==> src/rtl/multiply_pkg.sv <==
// ============================================================================
// multiply_pkg : shared state encoding and sizing constants for multiply
// Rev 1.0
// ============================================================================
`default_nettype none

package multiply_pkg;

  localparam int c_WIDTH_DEFAULT = 16;

  // The counter needs one spare bit so it can count all the way to WIDTH.
  function automatic int cnt_width(input int w);
    return $clog2(w) + 1;
  endfunction

  localparam int c_CNT_W_DEFAULT = cnt_width(c_WIDTH_DEFAULT);

  typedef enum logic [1:0] {
    LOAD = 2'd0,
    RUN  = 2'd1,
    DONE = 2'd2
  } state_e;

endpackage

`default_nettype wire

==> src/rtl/multiply.sv <==
// ============================================================================
// multiply : sequential shift-and-add multiplier, low WIDTH bits of x*y
// Rev 1.0
// ============================================================================
`default_nettype none

module multiply
  import multiply_pkg::*;
#(
  parameter int WIDTH = c_WIDTH_DEFAULT
) (
  output logic [WIDTH-1:0] out,
  input  logic [WIDTH-1:0] x,
  input  logic [WIDTH-1:0] y,
  input  logic             reset,
  input  logic             clk
);

  localparam int                CNT_W    = cnt_width(WIDTH);
  localparam logic [CNT_W-1:0]  c_LAST   = CNT_W'(WIDTH - 1);

  state_e           state_q, state_d;
  logic [WIDTH-1:0] ma_q, ma_d;
  logic [WIDTH-1:0] mb_q, mb_d;
  logic [WIDTH-1:0] acc_q, acc_d;
  logic [CNT_W-1:0] cnt_q, cnt_d;
  logic [WIDTH-1:0] out_q, out_d;
  logic [WIDTH-1:0] w_acc_next;

  assign w_acc_next = mb_q[0] ? (acc_q + ma_q) : acc_q;

  always_comb begin
    state_d = state_q;
    ma_d    = ma_q;
    mb_d    = mb_q;
    acc_d   = acc_q;
    cnt_d   = cnt_q;
    out_d   = out_q;
    case (state_q)
      LOAD: begin
        ma_d    = x;
        mb_d    = y;
        acc_d   = '0;
        cnt_d   = '0;
        state_d = RUN;
      end
      RUN: begin
        acc_d = w_acc_next;
        ma_d  = ma_q << 1;
        mb_d  = mb_q >> 1;
        cnt_d = cnt_q + 1'b1;
        // The result only becomes visible once the full product is formed.
        if (cnt_q == c_LAST) begin
          out_d   = w_acc_next;
          state_d = DONE;
        end
      end
      DONE: begin
        state_d = DONE;
      end
      default: begin
        state_d = LOAD;
      end
    endcase
  end

  always_ff @(posedge clk) begin
    if (reset) begin
      state_q <= LOAD;
      ma_q    <= '0;
      mb_q    <= '0;
      acc_q   <= '0;
      cnt_q   <= '0;
      out_q   <= '0;
    end else begin
      state_q <= state_d;
      ma_q    <= ma_d;
      mb_q    <= mb_d;
      acc_q   <= acc_d;
      cnt_q   <= cnt_d;
      out_q   <= out_d;
    end
  end

  assign out = out_q;

endmodule

`default_nettype wire

==> config.mk <==
export PLATFORM = sky130hd
export DESIGN_NAME = multiply
export DESIGN_NICKNAME = d
export VERILOG_FILES = /design/src/rtl/multiply_pkg.sv /design/src/rtl/multiply.sv
export SDC_FILE = /design/constraint.sdc
export NUM_CORES = 1
export LEC_CHECK = 0
export ABC_CLOCK_PERIOD_IN_PS = 2750
export BUFFER_PORTS_ARGS = -buffer_cell sky130_fd_sc_hd__clkbuf_2
export CAP_MARGIN = 20
export CORE_MARGIN = 2
export CORE_UTILIZATION = 58
export CTS_CLUSTER_SIZE = 24
export DETAILED_ROUTE_END_ITERATION = 10
export PLACE_DENSITY = 0.8
export SYNTH_ARGS = -nofsm -noshare
export SYNTH_HDL_FRONTEND = slang
export SYNTH_SLANG_ARGS = --single-unit
==> constraint.sdc <==
create_clock -name clk -period 2.75 [get_ports clk]
set_input_delay 0.4125 -clock clk [delete_from_list [all_inputs] [get_ports clk]]
set_output_delay 0.4125 -clock clk [all_outputs]
set_load 0.01 [all_outputs]
==> results of run 1 <==
==> flip-flops by register name (all words and copies together), names as in the netlist <==
register / flops
mb_q: 16
state_q: 2
cnt_q: 5
out: 16
ma_q: 16
acc_q: 16
==> where the power goes <==
| group | total (uW) | switching [uW] | internal [uW] |
|---|---|---|---|
| combinational | 1480 | 884 | 596 |
| sequential | 1430 | 193 | 1240 |
| clock | 810 | 371 | 440 |
==> worst max-delay path, cell delays in order, from the launching register on <==
cell and delay, ps:
dfxtp_1 330, ha_1 250, fa_1 420, a21oi_1 220, o21ai_1 170, a221oi_1 530
xnor2_1 180, nand2_1 100, a311oi_1 310
==> metal layers <==
metal  track usage, %  part of all wire, %  wire length [um]  up-vias
met1             30.1                   43              3650     1555
met5                0                    0                 0        -
li1                 -                    -                 -     1672
met2             43.7                   52              4450       58
met3             5.01                  2.4               206       24
met4             11.0                  2.9               251        0
==> logic make-up (layout without fill, tap and decap cells) <==
logic type	Yosys count	after routing	synth area share [%]
fa+ha+maj	20	20	6.83
flops	71	71	37.7
buf+inv	41	84	4.21
xor+xnor	12	12	2.78
compound gates	121	121	20.8
mux	42	42	11.2
simple gates	143	143	16.5
==> placed cells by master (no fill, tap or decap), types with 10 or more instances in the layout <==
cell,instances
o21ai_0,11
inv_1,12
nand3_1,11
clkbuf_2,49
clkbuf_8,10
dfxtp_1,71
ha_1,17
nor2_1,85
nand2_1,21
a21oi_1,55
mux2i_1,39
==> final timing paths <==
kind	startpoint	end	slack [ps]
max	ma_q[0]$_SDFFE_PP0P_	acc_q[8]$_SDFFE_PP0P_	170
min	y[15]	mb_q[15]$_SDFFE_PP0P_	380
max reg2reg	ma_q[0]$_SDFFE_PP0P_	acc_q[8]$_SDFFE_PP0P_	170
min reg2reg	out[2]$_SDFFE_PP0P_	out[2]$_SDFFE_PP0P_	460
==> final cells by class <==
type	instances	area, um2
multi-input cells	338	2200
well taps	77	96.3
fillers	565	2060
inverters	12	45.0
clock buffers	12	145
clock inverters	4	45.0
repair buffers	56	298
flip-flops and latches	71	1420
==> stage by stage <==
step | area, um2 | hold slack, ps | std cells | total power (uW) | utilization [%]
2_1_floorplan | 3770 | 439 | 450 | 2600 | -
3_3_place_gp | 4060 | 447 | 554 | 2870 | 64.3
3_5_place_dp | 4060 | 450 | 554 | 2920 | 64.3
4_1_cts | 4250 | 370 | 570 | 3740 | 67.3
5_1_grt | 4250 | 408 | 570 | 4000 | 67.3
6_report | 4250 | 375 | 570 | 3720 | 67.3
==> results.py, run 1 <==
metrics = {
    "outcome": {
        "status": "finished clean",
    },
    "synthesis": {
        "synth_nets": 504,
        "synth_flop_cell": "dfxtp_1",
        "synth.top_cells.by_area": "dfxtp_1, mux2i_1, nor2_1",
        "synthArstFlopShare_pct": 0,
        "synth_seq_cells": 71,
        "synth_top_cell_by_area": "dfxtp_1",
        "syn_area_per_cell_um2": 8.39,
        "yosysSeqAreaShare_pct": 37.7,
        "synthCells": 450,
        "yosys.area.top_type_share_pct": 37.7,
        "yosys-top-cells-count": "nor2_1, dfxtp_1, a21oi_1, mux2i_1, nand2_1",
        "yosysWarnings": 0,
        "netlist_area_um2": 3770,
        "post-synth-top-count-cell": "nor2_1",
        "synth_cell_type_count": 51,
        "synth_edf_count": 0,
    },
    "floorplan": {
        "die_x_um": 84.7,
        "die_y_um": 84.7,
        "ios": 50,
        "core_area_um2": 6310,
        "fp-row-count": 29,
        "initial_core_util_pct": 59.8,
        "die_area_um2": 7170,
    },
    "placed_design": {
        "gp_congestion": 0.913,
        "pre_cts_slack_ps": 222,
        "place_hpwl_um": 6080,
        "io_buffers": 49,
    },
    "route": {
        "initialDrtViolationCount": 183,
        "totalWireLength_um": 8560,
        "vias": 3309,
        "first_pass_iters": 4,
        "post_drt_wl_per_cell_um": 15.0,
        "route.detailed.drc": 0,
        "vias_per_cell": 5.81,
        "ant_nets": 0,
    },
    "cts": {
        "cts_tree": "done",
        "cts.hold.buffers_added": 0,
        "cts_setup_buffers": 0,
        "clk_pin_slew_worst_paths_ps": 80,
        "clock-root-buffer": "clkbuf_8",
        "cts.path.max_buffers": 2,
        "clkLatencyLatePin_ps": 340,
        "htreeDepth": 3,
        "cts.repair.resized": 0,
        "cts.sinks": 71,
        "numCtsBuffers": 9,
    },
    "sta": {
        "final_hold_viol_count": 0,
        "setup_slack_ps": 167,
        "max_slew_margin_pct": 53.7,
        "clock_skew_ps": 11.0,
        "finalCriticalPeriod_ps": 2580,
        "tightest_slew_ps": 693,
        "max_clock_freq_ghz": 0.387,
        "final_max_slew_viol_count": 0,
        "finalSetupViolCount": 0,
        "fin_crit_sh_pct": 93.9,
        "fin_setup_tns_ps": 0,
        "rsz0062_at_grt": "no",
    },
    "hold_path": {
        "hold_depth": 3,
        "min_path_type": "input pin to flop",
    },
    "global_routing": {
        "grt_pass1_vias": 3306,
        "grt_overflow_total": 0,
        "antenna_found_initial": 0,
        "grt_pass1_wl_um": 14700,
        "grt_max_degree": 65,
        "grt_usage_pct": 25.2,
    },
    "worst_setup_path": {
        "startpoint_type": "flop",
        "crit_type": "flop to flop",
        "crit_fanout": 3,
        "worstSetupEndpointType": "flop",
        "arrival_ps": 2830,
        "r2r_cells": 8,
        "cp_data_required_time_ps": 3000,
    },
    "finish": {
        "fin_nets": 542,
        "insertedDiodeCount": 0,
        "area_growth_pct": 12.6,
        "drive_gt1_share_pct": 17.0,
    },
    "flow_run": {
        "cap_violations": 0,
    },
    "pwr": {
        "vdd_drop_max_mv": 0.743,
        "p_per_area_nw_per_um2": 876,
        "power_leakage_uw": 0.00195,
    },
}
Power figures use the tool's default switching activity.
==> run 2, diff against run 1 <==
--- a/config.mk
+++ b/config.mk
@@ -9,10 +9,11 @@
 export BUFFER_PORTS_ARGS = -buffer_cell sky130_fd_sc_hd__clkbuf_2
 export CAP_MARGIN = 20
 export CORE_MARGIN = 2
-export CORE_UTILIZATION = 58
+export CORE_UTILIZATION = 60
+export CTS_BUF_LIST = sky130_fd_sc_hd__clkbuf_4 sky130_fd_sc_hd__clkbuf_8
 export CTS_CLUSTER_SIZE = 24
 export DETAILED_ROUTE_END_ITERATION = 10
-export PLACE_DENSITY = 0.8
+export PLACE_DENSITY = 0.83
 export SYNTH_ARGS = -nofsm -noshare
 export SYNTH_HDL_FRONTEND = slang
 export SYNTH_SLANG_ARGS = --single-unit
==> run 2 against run 1 <==
Critical path depth did not move; clock power rose by 3.7%; worst hold slack got worse by 32 ps; clock skew is 8.0 ps lower; non-clock buffer count is the same; critical endpoint is now out[12]$_SDFFE_PP0P_; sequential share of layout area about the same; register-to-register slack better by 220 ps; sequential power is essentially flat; flip-flop and latch count unchanged; total power is 0.61% higher.
==> results.py, run 2 (synthesis gave the netlist of run 1 again) <==
metrics = {
    "cts": {
        "cts_setup_buffers": 0,
        "clk_pin_slew_worst_paths_ps": 70,
        "cts_tree": "done",
        "clkLatencyLatePin_ps": 350,
        "cts.sinks": 71,
        "cts.repair.resized": 0,
        "htreeDepth": 3,
        "cts.hold.buffers_added": 0,
        "clock-root-buffer": "clkbuf_8",
        "numCtsBuffers": 9,
        "cts.path.max_buffers": 2,
    },
    "finish": {
        "fin_cells": 568,
        "fillers": 513,
        "area_growth_pct": 12.7,
        "multi_input_area_um2": 2200,
        "mostFrequentLayoutCell": "nor2_1",
        "insertedDiodeCount": 0,
        "layout_common_cells": "nor2_1, dfxtp_1, a21oi_1, clkbuf_2, mux2i_1",
        "fin_area_um2": 4260,
        "drive_gt1_share_pct": 17.4,
        "fin_nets": 542,
        "seq_area_um2": 1420,
    },
    "floorplan": {
        "ios": 50,
        "initial_core_util_pct": 63.0,
        "die_x_um": 83.3,
        "die_y_um": 83.3,
        "die_area_um2": 6940,
        "fp-row-count": 28,
        "core_area_um2": 5990,
    },
    "worst_setup_path": {
        "path_cells": "ha_1, fa_1, a21oi_1, o21ai_1, a221oi_1, o221ai_1, xnor2_1, o21ai_0",
        "cp_data_required_time_ps": 2990,
        "crit_buf_inv": 0,
        "startpoint_type": "flop",
        "cp_top_family": "compound AO/OA/AOI/OAI gates",
        "worstSetupEndpointType": "flop",
        "crit_slowest_cell": "fa_1",
        "arrival_ps": 2600,
        "crit_fanout": 3,
        "crit_type": "flop to flop",
        "cp_slowest_stage_delay_ps": 410,
    },
    "sta": {
        "max_clock_freq_ghz": 0.423,
        "tightest_slew_ps": 690,
        "final_max_slew_viol_count": 0,
        "fin_crit_sh_pct": 85.9,
        "rsz0062_at_grt": "no",
        "max_slew_margin_pct": 53.9,
        "final_hold_viol_count": 0,
        "fin_setup_tns_ps": 0,
        "finalSetupViolCount": 0,
        "clock_skew_ps": 2.98,
        "finalCriticalPeriod_ps": 2360,
    },
    "route": {
        "vias_per_cell": 5.74,
        "post_drt_wl_per_cell_um": 15.0,
        "first_pass_iters": 4,
        "route.detailed.drc": 0,
        "ant_nets": 0,
        "vias": 3260,
        "totalWireLength_um": 8500,
        "initialDrtViolationCount": 154,
    },
    "global_routing": {
        "grt_pass1_wl_um": 14500,
        "grt_max_degree": 66,
        "antenna_found_initial": 0,
        "grt_usage_pct": 25.6,
        "grt_overflow_total": 0,
        "grt_pass1_vias": 3181,
    },
    "hold_path": {
        "min_path_type": "input pin to flop",
    },
    "outcome": {
        "status": "finished clean",
    },
    "pwr": {
        "p_per_area_nw_per_um2": 880,
        "power_leakage_uw": 0.00196,
        "vdd_drop_max_mv": 0.832,
    },
    "placed_design": {
        "io_buffers": 49,
        "place_hpwl_um": 6110,
        "dpl_cell_area_um2": 4060,
        "dp.cells": 552,
        "gp_congestion": 0.887,
    },
    "flow_run": {
        "cap_violations": 0,
    },
}
run 2: metal layers:
| metal | up-vias | wire, um | global-route usage (%) |
|---|---|---|---|
| li1 | 1668 | - | - |
| met1 | 1516 | 3610 | 30.3 |
| met2 | 61 | 4400 | 44.7 |
| met3 | 15 | 304 | 4.08 |
| met4 | 0 | 178 | 12.7 |
| met5 | - | 0 | 0 |
run 2: final timing paths:
| check | start | to | slack [ps] | depth (start not counted) |
|---|---|---|---|---|
| min reg2reg | out[3]$_SDFFE_PP0P_ | out[3]$_SDFFE_PP0P_ | 460 | 2 |
| min | y[15] | mb_q[15]$_SDFFE_PP0P_ | 340 | 3 |
| max | ma_q[0]$_SDFFE_PP0P_ | out[12]$_SDFFE_PP0P_ | 390 | 8 |
| max reg2reg | ma_q[0]$_SDFFE_PP0P_ | out[12]$_SDFFE_PP0P_ | 390 | 8 |
run 2: area by class of cell:
class | count | share of cell area (%)
flip-flops and latches | 71 | 33.4
repair buffers | 56 | 7.00
multi-input cells | 338 | 51.7
clock inverters | 4 | 1.06
inverters | 12 | 1.06
well taps | 75 | 2.21
clock buffers | 12 | 3.59
run 2: metrics by stage:
stage	setup slack (ps)	total power [uW]	hold WS, ps	utilization, %
3_3_place_gp	432	2870	448	67.7
5_1_grt	179	4010	362	71.0
4_1_cts	374	3750	345	71.0
2_1_floorplan	622	2600	439	-
6_report	388	3750	343	71.0
3_5_place_dp	375	2920	463	67.7
run 2: worst register-to-register path, stage by stage, from the launching register on:
cell	delay, ps
dfxtp_1	330
ha_1	250
fa_1	410
a21oi_1	190
o21ai_1	160
a221oi_1	390
o221ai_1	220
xnor2_1	200
o21ai_0	100
run 2: power breakdown:
| part | internal, uW | total, uW | switching, uW |
|---|---|---|---|
| combinational | 597 | 1480 | 882 |
| clock | 459 | 840 | 381 |
| sequential | 1240 | 1430 | 188 |
==> run 3, diff against run 2 <==
--- a/config.mk
+++ b/config.mk
@@ -5,7 +5,7 @@
 export SDC_FILE = /design/constraint.sdc
 export NUM_CORES = 1
 export LEC_CHECK = 0
-export ABC_CLOCK_PERIOD_IN_PS = 2750
+export ABC_CLOCK_PERIOD_IN_PS = 2200
 export BUFFER_PORTS_ARGS = -buffer_cell sky130_fd_sc_hd__clkbuf_2
 export CAP_MARGIN = 20
 export CORE_MARGIN = 2
==> constraint.sdc (replaced) <==
create_clock -name clk -period 2.2 [get_ports clk]
set_input_delay 0.33 -clock clk [delete_from_list [all_inputs] [get_ports clk]]
set_output_delay 0.33 -clock clk [all_outputs]
set_load 0.01 [all_outputs]
==> run 3 against run 2 <==
Setup slack worse by 320 ps; clock skew rose by 7.0 ps; combinational power grew 35%; cell count is 2.6% higher; wire length increased by 1.1%; total power is 29% higher; first-iteration DRC count is 30% higher; critical endpoint is now out[13]$_SDFFE_PP0P_; largest power group unchanged.
==> results.py, run 3 (synthesis gave the netlist of run 1 again) <==
metrics = {
    "route": {
        "vias_per_cell": 5.71,
        "vias": 3328,
        "first_pass_iters": 7,
        "totalWireLength_um": 8590,
        "route.detailed.drc": 0,
        "post_drt_wl_per_cell_um": 14.7,
        "ant_nets": 0,
        "initialDrtViolationCount": 200,
    },
    "worst_setup_path": {
        "startpoint_type": "flop",
        "arrival_ps": 2380,
        "crit_fanout": 5,
        "cp_slowest_stage_delay_ps": 360,
        "worstSetupEndpointType": "flop",
        "path_cells": "ha_1, a21oi_1, o211ai_2, a41oi_4, a211oi_1, a41o_1, o41ai_2",
        "crit_type": "flop to flop",
        "crit_slowest_cell": "ha_1",
        "cp_data_required_time_ps": 2450,
    },
    "pwr": {
        "vdd_drop_max_mv": 0.873,
        "p_seq_share_pct": 36.7,
        "clkPwrFrac_pct": 21.8,
        "p_per_area_nw_per_um2": 1080,
        "switchingPower_uw": 1860,
        "p_int_uw": 2970,
        "p_sw_share_pct": 38.5,
        "power_leakage_uw": 0.00204,
        "comb_power_share_pct": 41.5,
    },
    "floorplan": {
        "die_y_um": 83.3,
        "fp-row-count": 28,
        "die_x_um": 83.3,
        "initial_core_util_pct": 63.0,
        "core_area_um2": 5990,
        "ios": 50,
        "die_area_um2": 6940,
    },
    "cts": {
        "clk_pin_slew_worst_paths_ps": 80,
        "clock-root-buffer": "clkbuf_8",
        "cts.sinks": 71,
        "cts.path.max_buffers": 2,
        "numCtsBuffers": 9,
        "cts.hold.buffers_added": 0,
        "clkLatencyLatePin_ps": 350,
        "htreeDepth": 3,
        "cts_tree": "done",
    },
    "sta": {
        "fin_crit_sh_pct": 96.8,
        "max_slew_margin_pct": 60.8,
        "clock_skew_ps": 9.94,
        "setup_slack_ps": 71.4,
        "fin_setup_tns_ps": 0,
        "finalSetupViolCount": 0,
        "tightest_slew_ps": 587,
        "final_max_slew_viol_count": 0,
        "finalCriticalPeriod_ps": 2130,
        "final_hold_viol_count": 0,
        "max_clock_freq_ghz": 0.470,
        "rsz0062_at_grt": "yes",
    },
    "finish": {
        "seq_area_um2": 1430,
        "area_growth_pct": 18.3,
        "fillers": 467,
        "insertedDiodeCount": 0,
        "fin_util_pct": 74.5,
        "fin_cells": 583,
        "drive_gt1_share_pct": 23.0,
        "fin_nets": 557,
        "mostFrequentLayoutCell": "nor2_1",
        "layout_common_cells": "nor2_1, dfxtp_1, a21oi_1, clkbuf_2, mux2i_1",
        "multi_input_area_um2": 2280,
    },
    "global_routing": {
        "antenna_found_initial": 0,
        "grt_pass1_wl_um": 14400,
        "grt_max_degree": 67,
        "grt_overflow_total": 0,
        "grt_pass1_vias": 3228,
        "grt_usage_pct": 25.3,
    },
    "placed_design": {
        "place_hpwl_um": 6100,
        "io_buffers": 49,
        "dp.cells": 562,
        "pre_cts_slack_ps": -40.0,
        "gp_congestion": 0.871,
    },
    "hold_path": {
        "min_path_type": "input pin to flop",
    },
    "outcome": {
        "status": "finished clean",
    },
    "flow_run": {
        "cap_violations": 0,
    },
}
-- run 3: changes by cell type in the layout (fill, tap and decap cells not counted), sizes merged --
cell and change:
buf +15
-- run 3: worst paths after layout --
path	to	slack [ps]	cells past startpoint	start
worst min register to register	out[3]$_SDFFE_PP0P_	460	2	out[3]$_SDFFE_PP0P_
worst min-delay path	mb_q[15]$_SDFFE_PP0P_	280	3	y[15]
worst max-delay path	out[13]$_SDFFE_PP0P_	70	7	ma_q[6]$_SDFFE_PP0P_
worst max register to register	out[13]$_SDFFE_PP0P_	70	7	ma_q[6]$_SDFFE_PP0P_
-- run 3: layout make-up --
cell class	count	area share (%)
multi-input cells	338	51.0
clock inverters	4	1.01
inverters	12	1.01
repair buffers	71	9.47
well taps	75	2.10
flip-flops and latches	71	32.0
clock buffers	12	3.42
-- run 3: metrics by stage --
step	total power, uW	instance area, um2	hold WS (ps)
after floorplan	3250	3770	439
after global placement	3670	4150	445
after detailed placement	3730	4150	453
after CTS	4780	4360	277
after global routing	5170	4460	298
final	4820	4460	282
-- run 3: metal layers --
layer | GRT usage (%) | wire (um) | vias to the layer above
met2 | 46.6 | 4440 | 76
met4 | 11.5 | 229 | 0
met5 | 0 | 0 | -
met3 | 4.67 | 357 | 20
li1 | - | - | 1711
met1 | 28.0 | 3560 | 1521
-- run 3: repair_timing --
action                     CTS  global route
setup endpoints to repair    7            13
gates resized for setup      3            19
setup buffers                1             4
pin swaps                    2            14
-- run 3: power by group through the flow --
| stage | Combinational, uW | Sequential [uW] | Clock, uW |
|---|---|---|---|
| 6_report | 2000 | 1770 | 1050 |
| 5_1_grt | 2240 | 1800 | 1130 |
| 4_1_cts | 1960 | 1760 | 1060 |
| 3_5_place_dp | 1940 | 1790 | 0 |
| 3_3_place_gp | 1890 | 1780 | 0 |
| 2_1_floorplan | 1530 | 1710 | 0 |
-- run 3: worst max-delay path: cells and delay by family (launching register included) --
kind	cells	cell delay (ps)
AOI/OAI and AO/OA	6	1330
adders and majority gates	1	360
DFF	1	340
